File: config.mk
export PLATFORM = sky130hd
export DESIGN_NAME = mem_port_arbiter_flat
export DESIGN_NICKNAME = d
export VERILOG_FILES = /design/src/rtl/mem_port_arbiter_if.sv /design/src/rtl/mem_port_arbiter.sv /design/src/flat_wrapper.sv
export SDC_FILE = /design/constraint.sdc
export NUM_CORES = 1
export LEC_CHECK = 0
export BUFFER_PORTS_ARGS = -buffer_cell sky130_fd_sc_hd__buf_2
export CAP_MARGIN = 10
export CORE_UTILIZATION = 53
export CTS_BUF_LIST = sky130_fd_sc_hd__clkbuf_8
export CTS_CLUSTER_DIAMETER = 40
export CTS_CLUSTER_SIZE = 28
export DETAILED_ROUTE_END_ITERATION = 6
export PLACE_DENSITY = 0.88
export SETUP_SLACK_MARGIN = 0.2
export SYNTH_ARGS = -nofsm -noshare
export SYNTH_HDL_FRONTEND = slang
export SYNTH_SLANG_ARGS = --single-unit
File: constraint.sdc
create_clock -name clk -period 6.8 [get_ports clk]
set_input_delay 0.68 -clock clk [delete_from_list [all_inputs] [get_ports clk]]
set_output_delay 0.68 -clock clk [all_outputs]
set_load 0.01 [all_outputs]
File: src/rtl/mem_port_arbiter_if.sv
// rtl/mem_port_arbiter_if.sv - fetch, data-request and memory-port signals of the port arbiter
interface mem_port_arbiter_if #(
    parameter int ADDR_W = 16,
    parameter int DATA_W = 16
);
    logic              if_req;
    logic [ADDR_W-1:0] if_addr;
    logic [DATA_W-1:0] if_data;
    logic              if_valid;
    logic              stall;
    logic              mem_req;
    logic [5:0]        mem_ctrl;
    logic [ADDR_W-1:0] mem_ea;
    logic [DATA_W-1:0] mem_wdata;
    logic [DATA_W-1:0] mem_rdata;
    logic              mem_done;
    logic              mem_err;
    logic [ADDR_W-1:0] sp;
    logic              ram_en;
    logic              ram_we;
    logic [ADDR_W-1:0] ram_addr;
    logic [DATA_W-1:0] ram_wdata;
    logic [DATA_W-1:0] ram_rdata;
    logic              ram_ack;

    // slave is the arbiter's view; master is the surrounding core and memory
    modport slave (
        input  if_req, if_addr, mem_req, mem_ctrl, mem_ea, mem_wdata, ram_rdata, ram_ack,
        output if_data, if_valid, stall, mem_rdata, mem_done, mem_err, sp,
               ram_en, ram_we, ram_addr, ram_wdata
    );

    modport master (
        output if_req, if_addr, mem_req, mem_ctrl, mem_ea, mem_wdata, ram_rdata, ram_ack,
        input  if_data, if_valid, stall, mem_rdata, mem_done, mem_err, sp,
               ram_en, ram_we, ram_addr, ram_wdata
    );
endinterface

File: src/rtl/mem_port_arbiter.sv
// rtl/mem_port_arbiter.sv - shares one memory port between instruction fetch and data access, owns SP
module mem_port_arbiter #(
    parameter int                ADDR_W  = 16,
    parameter int                DATA_W  = 16,
    parameter logic [ADDR_W-1:0] SP_INIT = '1
) (
    input  logic                clk,
    input  logic                rst,
    mem_port_arbiter_if.slave   bus
);
    typedef enum logic [1:0] {IDLE, FETCH, DATA} state_t;

    state_t state;
    logic   op_push;
    logic   op_pop;

    logic is_push, is_pop, is_ldd, is_std, legal;
    logic mem_go, fetch_go;

    always_comb begin
        is_push  = (bus.mem_ctrl == 6'b000110);
        is_std   = (bus.mem_ctrl == 6'b100010);
        is_pop   = (bus.mem_ctrl == 6'b001001);
        is_ldd   = (bus.mem_ctrl == 6'b010001);
        legal    = is_push | is_std | is_pop | is_ldd;
        // A requester may still hold its level in the cycle its done/err/valid pulse is visible
        mem_go   = bus.mem_req && !bus.mem_done && !bus.mem_err;
        fetch_go = bus.if_req && !bus.if_valid;
    end

    always_ff @(posedge clk or posedge rst) begin
        if (rst) begin
            state         <= IDLE;
            op_push       <= 1'b0;
            op_pop        <= 1'b0;
            bus.sp        <= SP_INIT;
            bus.ram_en    <= 1'b0;
            bus.ram_we    <= 1'b0;
            bus.ram_addr  <= '0;
            bus.ram_wdata <= '0;
            bus.if_data   <= '0;
            bus.if_valid  <= 1'b0;
            bus.mem_rdata <= '0;
            bus.mem_done  <= 1'b0;
            bus.mem_err   <= 1'b0;
            bus.stall     <= 1'b0;
        end else begin
            bus.if_valid <= 1'b0;
            bus.mem_done <= 1'b0;
            bus.mem_err  <= 1'b0;
            case (state)
                IDLE: begin
                    bus.stall <= bus.if_req;
                    if (mem_go && legal) begin
                        state         <= DATA;
                        op_push       <= is_push;
                        op_pop        <= is_pop;
                        bus.ram_en    <= 1'b1;
                        bus.ram_we    <= is_push | is_std;
                        bus.ram_addr  <= is_push ? bus.sp :
                                         is_pop  ? bus.sp + ADDR_W'(1) : bus.mem_ea;
                        bus.ram_wdata <= bus.mem_wdata;
                    end else if (mem_go) begin
                        bus.mem_err <= 1'b1;
                    end else if (fetch_go) begin
                        state        <= FETCH;
                        bus.ram_en   <= 1'b1;
                        bus.ram_we   <= 1'b0;
                        bus.ram_addr <= bus.if_addr;
                        bus.stall    <= 1'b0;
                    end
                end
                FETCH: begin
                    bus.stall <= 1'b0;
                    if (bus.ram_ack) begin
                        state        <= IDLE;
                        bus.ram_en   <= 1'b0;
                        bus.if_data  <= bus.ram_rdata;
                        bus.if_valid <= 1'b1;
                    end
                end
                DATA: begin
                    bus.stall <= bus.if_req;
                    if (bus.ram_ack) begin
                        state        <= IDLE;
                        bus.ram_en   <= 1'b0;
                        bus.mem_done <= 1'b1;
                        if (!bus.ram_we)
                            bus.mem_rdata <= bus.ram_rdata;
                        if (op_push)
                            bus.sp <= bus.sp - ADDR_W'(1);
                        else if (op_pop)
                            bus.sp <= bus.sp + ADDR_W'(1);
                    end
                end
                default: begin
                    state      <= IDLE;
                    bus.ram_en <= 1'b0;
                end
            endcase
        end
    end
endmodule
File: src/flat_wrapper.sv
// flat-port wrapper written by rule: the top's interface ports become plain ports
module mem_port_arbiter_flat 
#(
    parameter int                ADDR_W  = 16,
    parameter int                DATA_W  = 16,
    parameter logic [ADDR_W-1:0] SP_INIT = '1
)
  (clk, rst, bus_if_req, bus_if_addr, bus_mem_req, bus_mem_ctrl, bus_mem_ea, bus_mem_wdata, bus_ram_rdata, bus_ram_ack, bus_if_data, bus_if_valid, bus_stall, bus_mem_rdata, bus_mem_done, bus_mem_err, bus_sp, bus_ram_en, bus_ram_we, bus_ram_addr, bus_ram_wdata);
  mem_port_arbiter_if #(.ADDR_W(ADDR_W), .DATA_W(DATA_W)) bus_i ();
  input  logic clk;
  input  logic rst;
  input wire logic [$bits(bus_i.if_req)-1:0] bus_if_req;
  input wire logic [$bits(bus_i.if_addr)-1:0] bus_if_addr;
  input wire logic [$bits(bus_i.mem_req)-1:0] bus_mem_req;
  input wire logic [$bits(bus_i.mem_ctrl)-1:0] bus_mem_ctrl;
  input wire logic [$bits(bus_i.mem_ea)-1:0] bus_mem_ea;
  input wire logic [$bits(bus_i.mem_wdata)-1:0] bus_mem_wdata;
  input wire logic [$bits(bus_i.ram_rdata)-1:0] bus_ram_rdata;
  input wire logic [$bits(bus_i.ram_ack)-1:0] bus_ram_ack;
  output wire logic [$bits(bus_i.if_data)-1:0] bus_if_data;
  output wire logic [$bits(bus_i.if_valid)-1:0] bus_if_valid;
  output wire logic [$bits(bus_i.stall)-1:0] bus_stall;
  output wire logic [$bits(bus_i.mem_rdata)-1:0] bus_mem_rdata;
  output wire logic [$bits(bus_i.mem_done)-1:0] bus_mem_done;
  output wire logic [$bits(bus_i.mem_err)-1:0] bus_mem_err;
  output wire logic [$bits(bus_i.sp)-1:0] bus_sp;
  output wire logic [$bits(bus_i.ram_en)-1:0] bus_ram_en;
  output wire logic [$bits(bus_i.ram_we)-1:0] bus_ram_we;
  output wire logic [$bits(bus_i.ram_addr)-1:0] bus_ram_addr;
  output wire logic [$bits(bus_i.ram_wdata)-1:0] bus_ram_wdata;
  assign bus_i.if_req = bus_if_req;
  assign bus_i.if_addr = bus_if_addr;
  assign bus_i.mem_req = bus_mem_req;
  assign bus_i.mem_ctrl = bus_mem_ctrl;
  assign bus_i.mem_ea = bus_mem_ea;
  assign bus_i.mem_wdata = bus_mem_wdata;
  assign bus_i.ram_rdata = bus_ram_rdata;
  assign bus_i.ram_ack = bus_ram_ack;
  assign bus_if_data = bus_i.if_data;
  assign bus_if_valid = bus_i.if_valid;
  assign bus_stall = bus_i.stall;
  assign bus_mem_rdata = bus_i.mem_rdata;
  assign bus_mem_done = bus_i.mem_done;
  assign bus_mem_err = bus_i.mem_err;
  assign bus_sp = bus_i.sp;
  assign bus_ram_en = bus_i.ram_en;
  assign bus_ram_we = bus_i.ram_we;
  assign bus_ram_addr = bus_i.ram_addr;
  assign bus_ram_wdata = bus_i.ram_wdata;
  mem_port_arbiter #(.ADDR_W(ADDR_W), .DATA_W(DATA_W), .SP_INIT(SP_INIT)) u_core (.clk(clk), .rst(rst), .bus(bus_i));
endmodule
==> impl_results.md <==
* Status: complete, no violations
* Post-synthesis simple-gate area fraction at 0.189
* Routability cong. at 0.954
* Worst-path cell chain: buf_2 > nor3b_1 > nand3b_1 > a21oi_2 > a21oi_1 > o21ai_0
* Slew Limit Fails at 0
* Rel. slew slack at 0.269
* Layout fillers at 660
* Top FF cell, synth: dfrtp_1
* Final Hold Vio Count at 0
* Adder-Cell Fraction of Synth Area at 0.0161
* Reg area at 2270 um^2
* Vias post-DR at 4,270
* Slowest CP cell: a21oi_2
* Post-synth EDFFs at 0
* Post-synthesis xor/xnor area fraction at 0.0338
* Post-synthesis cell count at 478
* Syn Std Cell Area at between 4000 and 5000 um^2
* Cts bufs inserted at 9
* Async S/R FF share, synth at 1.00
* First-pass GRT wire length at ~20 mm
* Setup Buffers After CTS at 0
* Hold-fix buffer count after cts at 0
* Period utilization at 0.391
* Synth warn at 0
* Worst-path maximum fanout at 24
* Final Cell Area at about 5700 um^2
* GRT Total Usage at 0.287
* Io pins at between 150 and 200
* Starting DRC count in detailed routing at 360
* Cts repair resizes at 0
* Die span in y at around 96 um
* R2R Setup Slk at 4270 ps
* Nets at around 700
* Largest net degree at the start of global routing at 91
* LEAKAGE at 2.79 nW
* Worst Skew at roughly 11 ps
* Setup-failing EPs final at 0
* CTS root buffer: clkbuf_8
* CP Class: input port to flop
* Worst Setup End Kind: flop
* Largest family of logic cells by synthesized area: simple AND/OR/NAND/NOR gates
* Slew @ Worst Pin at approximately 1100 ps
* Peak supply drop at ~240 uV
* Mux cell area share after synthesis at 0.0794
* Yosys cell types at 65
* RSZ-0062 raised after global routing: false
* Synth area leader: dfrtp_1
* DP Area at around 5500 um^2
* Sequential area share after synthesis at 0.487
* Tmin final at between 2000 and 3000 ps
* Core Rows at 33
* Synthesized area per cell at 9.76 um^2
* Layout cell share with drive strength beyond 1 at 0.392
* Core ar. at ~8400 um^2
* Top post-synthesis cells by count: 89 x nand2_1, 74 x dfrtp_1, 32 x mux2_2
* Max Root-Sink Buffers at 2
* H-tree Lvls at 3
* Vias/cell at approximately 5.8
* CP startpoint kind: input port
* Syn Nets at ~560
* DRC viols at 0
* GRT overflow at 0
* Die Wd at around 96 um
* Critical Path AT at 2940 ps
* Vias in the first global route at between 4,000 and 5,000
* Yosys top cell area share at 0.397
* Initial core utilization at 0.557
* Detailed Route WL at roughly 13 mm
* Worst path max stage delay at about 910 ps
* Required time worst endpoint at just over 7000 ps
* Worst min-delay path class: flop to flop
* CTS tree: done
* Area contributors post-synth: dfrtp_1 40%, dfstp_2 9.0%, mux2_2 7.7%, nand2_1 7.2%, o21ai_0 2.6%
* R2r worst-path depth at 5
* WL/cell at between 15 and 20 um
* Synth-to-layout area growth at 22.3%
* Router iterations before antenna repair at 5
* Worst R2R Start: u_core.bus.sp[5]
* Footprint of the multi-input gates at between 2000 and 2500 um^2
* Port Buffer Count at 160
* Setup TNS at 0 ps
* Clock Latency Late Sink at about 370 ps
* Setup crit end: u_core.bus.ram_addr[12]
* Max_cap viols at 0
* Peak Freq at 0.376 GHz
* CTS sink cnt at 90
* Pwr/cell area at around 330 nW/um^2
* Clock transition at path regs at 100 ps
* Diodes inserted at 0
* Post-detail-place hpwl at roughly 9.4 mm
* Register bit total from synthesis at 90
* Most numerous cell in the Yosys netlist: nand2_1
* Reg-to-Reg End: u_core.bus.ram_addr[7]
* Compound-Gate Fraction of Synth Area at 0.157
* Setup crit start: bus_mem_ctrl[0]
* DIE AREA at 9180 um^2
* Antenna Nets Post-Route at 0
* Initial antenna violation count at 0
==> sequential cells by signal, indices dropped and copies added (netlist names), 2 cells and up <==
register,cells
u_core.bus.if_data,16
u_core.bus.mem_rdata,16
u_core.bus.ram_addr,16
u_core.bus.ram_wdata,16
u_core.bus.sp,16
u_core.state,2
==> layout make-up <==
cell class	instances	area share
inverter	11	0.00746
multi-input combinational	346	0.391
clock buffer	9	0.0217
tap	105	0.0230
clock inverter	7	0.0134
sequential	90	0.398
timing repair buffer	164	0.146
==> per-stage QoR <==
stage | worst slack (ps) | hold slack (ps) | std cells | total power, mW | utilization
floorplan | 3810 | 474 | 478 | 1.22 | -
global placement | 3660 | 455 | 715 | 1.49 | 0.656
detailed placement | 3570 | 461 | 715 | 1.54 | 0.656
CTS | 3960 | 487 | 731 | 1.91 | 0.680
global route | 3840 | 501 | 732 | 2.01 | 0.681
finish | 4140 | 486 | 732 | 1.90 | 0.681
==> logic make-up (layout without fill, tap and decap cells) <==
family                   after synthesis  in the layout
adder cells (fa/ha/maj)                6              6
buffers and inverters                 42            191
AND/OR/NAND/NOR                      183            183
AO/OA/AOI/OAI                        106            106
XOR/XNOR                              18             18
flip-flops                            90             90
multiplexers                          33             33
==> how the worst min path moves through the flow <==
| stage | slack (ps) | end | depth (start not counted) | startpoint |
|---|---|---|---|---|
| 5_1_grt | 500 | u_core.bus.ram_wdata[9] | 3 | bus_mem_wdata[9] |
| 4_1_cts | 490 | u_core.bus.ram_wdata[9] | 2 | u_core.bus.ram_wdata[9] |
| 2_1_floorplan | 470 | u_core.op_pop | 2 | u_core.op_pop |
| 3_5_place_dp | 460 | u_core.bus.ram_wdata[9] | 2 | u_core.bus.ram_wdata[9] |
| 6_report | 490 | u_core.bus.ram_wdata[6] | 2 | u_core.bus.ram_wdata[6] |
| 3_3_place_gp | 450 | u_core.bus.ram_wdata[9] | 2 | u_core.bus.ram_wdata[9] |
==> metal layers <==
metal | wire [um] | track usage | vias to the layer above
li1 | - | - | 1983
met1 | 5160 | 0.365 | 2039
met2 | 6360 | 0.473 | 220
met3 | 1190 | 0.0664 | 28
met4 | 261 | 0.119 | 0
met5 | 0 | 0 | -
==> worst max-delay path: cells and delay by family <==
family / cells / cell delay [ps]
AOI/OAI and AO/OA: 3 / 1210
buffers and inverters: 1 / 110
and+or+nand+nor: 2 / 930
==> placed cells by master, fill, tap and decap left out, drive strengths merged, types with 6 or more instances in the layout <==
cell,n
nor3b,7
nor3,13
nand3,10
dfrtp,74
a21oi,22
clkbuf,9
xnor2,9
xor2,9
ha,6
nand2,89
o21ai,24
mux2,32
a211oi,6
nor2,29
buf,164
dfstp,16
inv,15
==> where the power goes <==
| part | switching, mW | leakage [nW] | internal, mW |
|---|---|---|---|
| sequential | 0.117 | 1.10 | 0.738 |
| combinational | 0.362 | 1.59 | 0.317 |
| clock | 0.223 | 0.103 | 0.147 |
| total | 0.702 | 2.79 | 1.20 |
(Power assumes the default switching activity.)
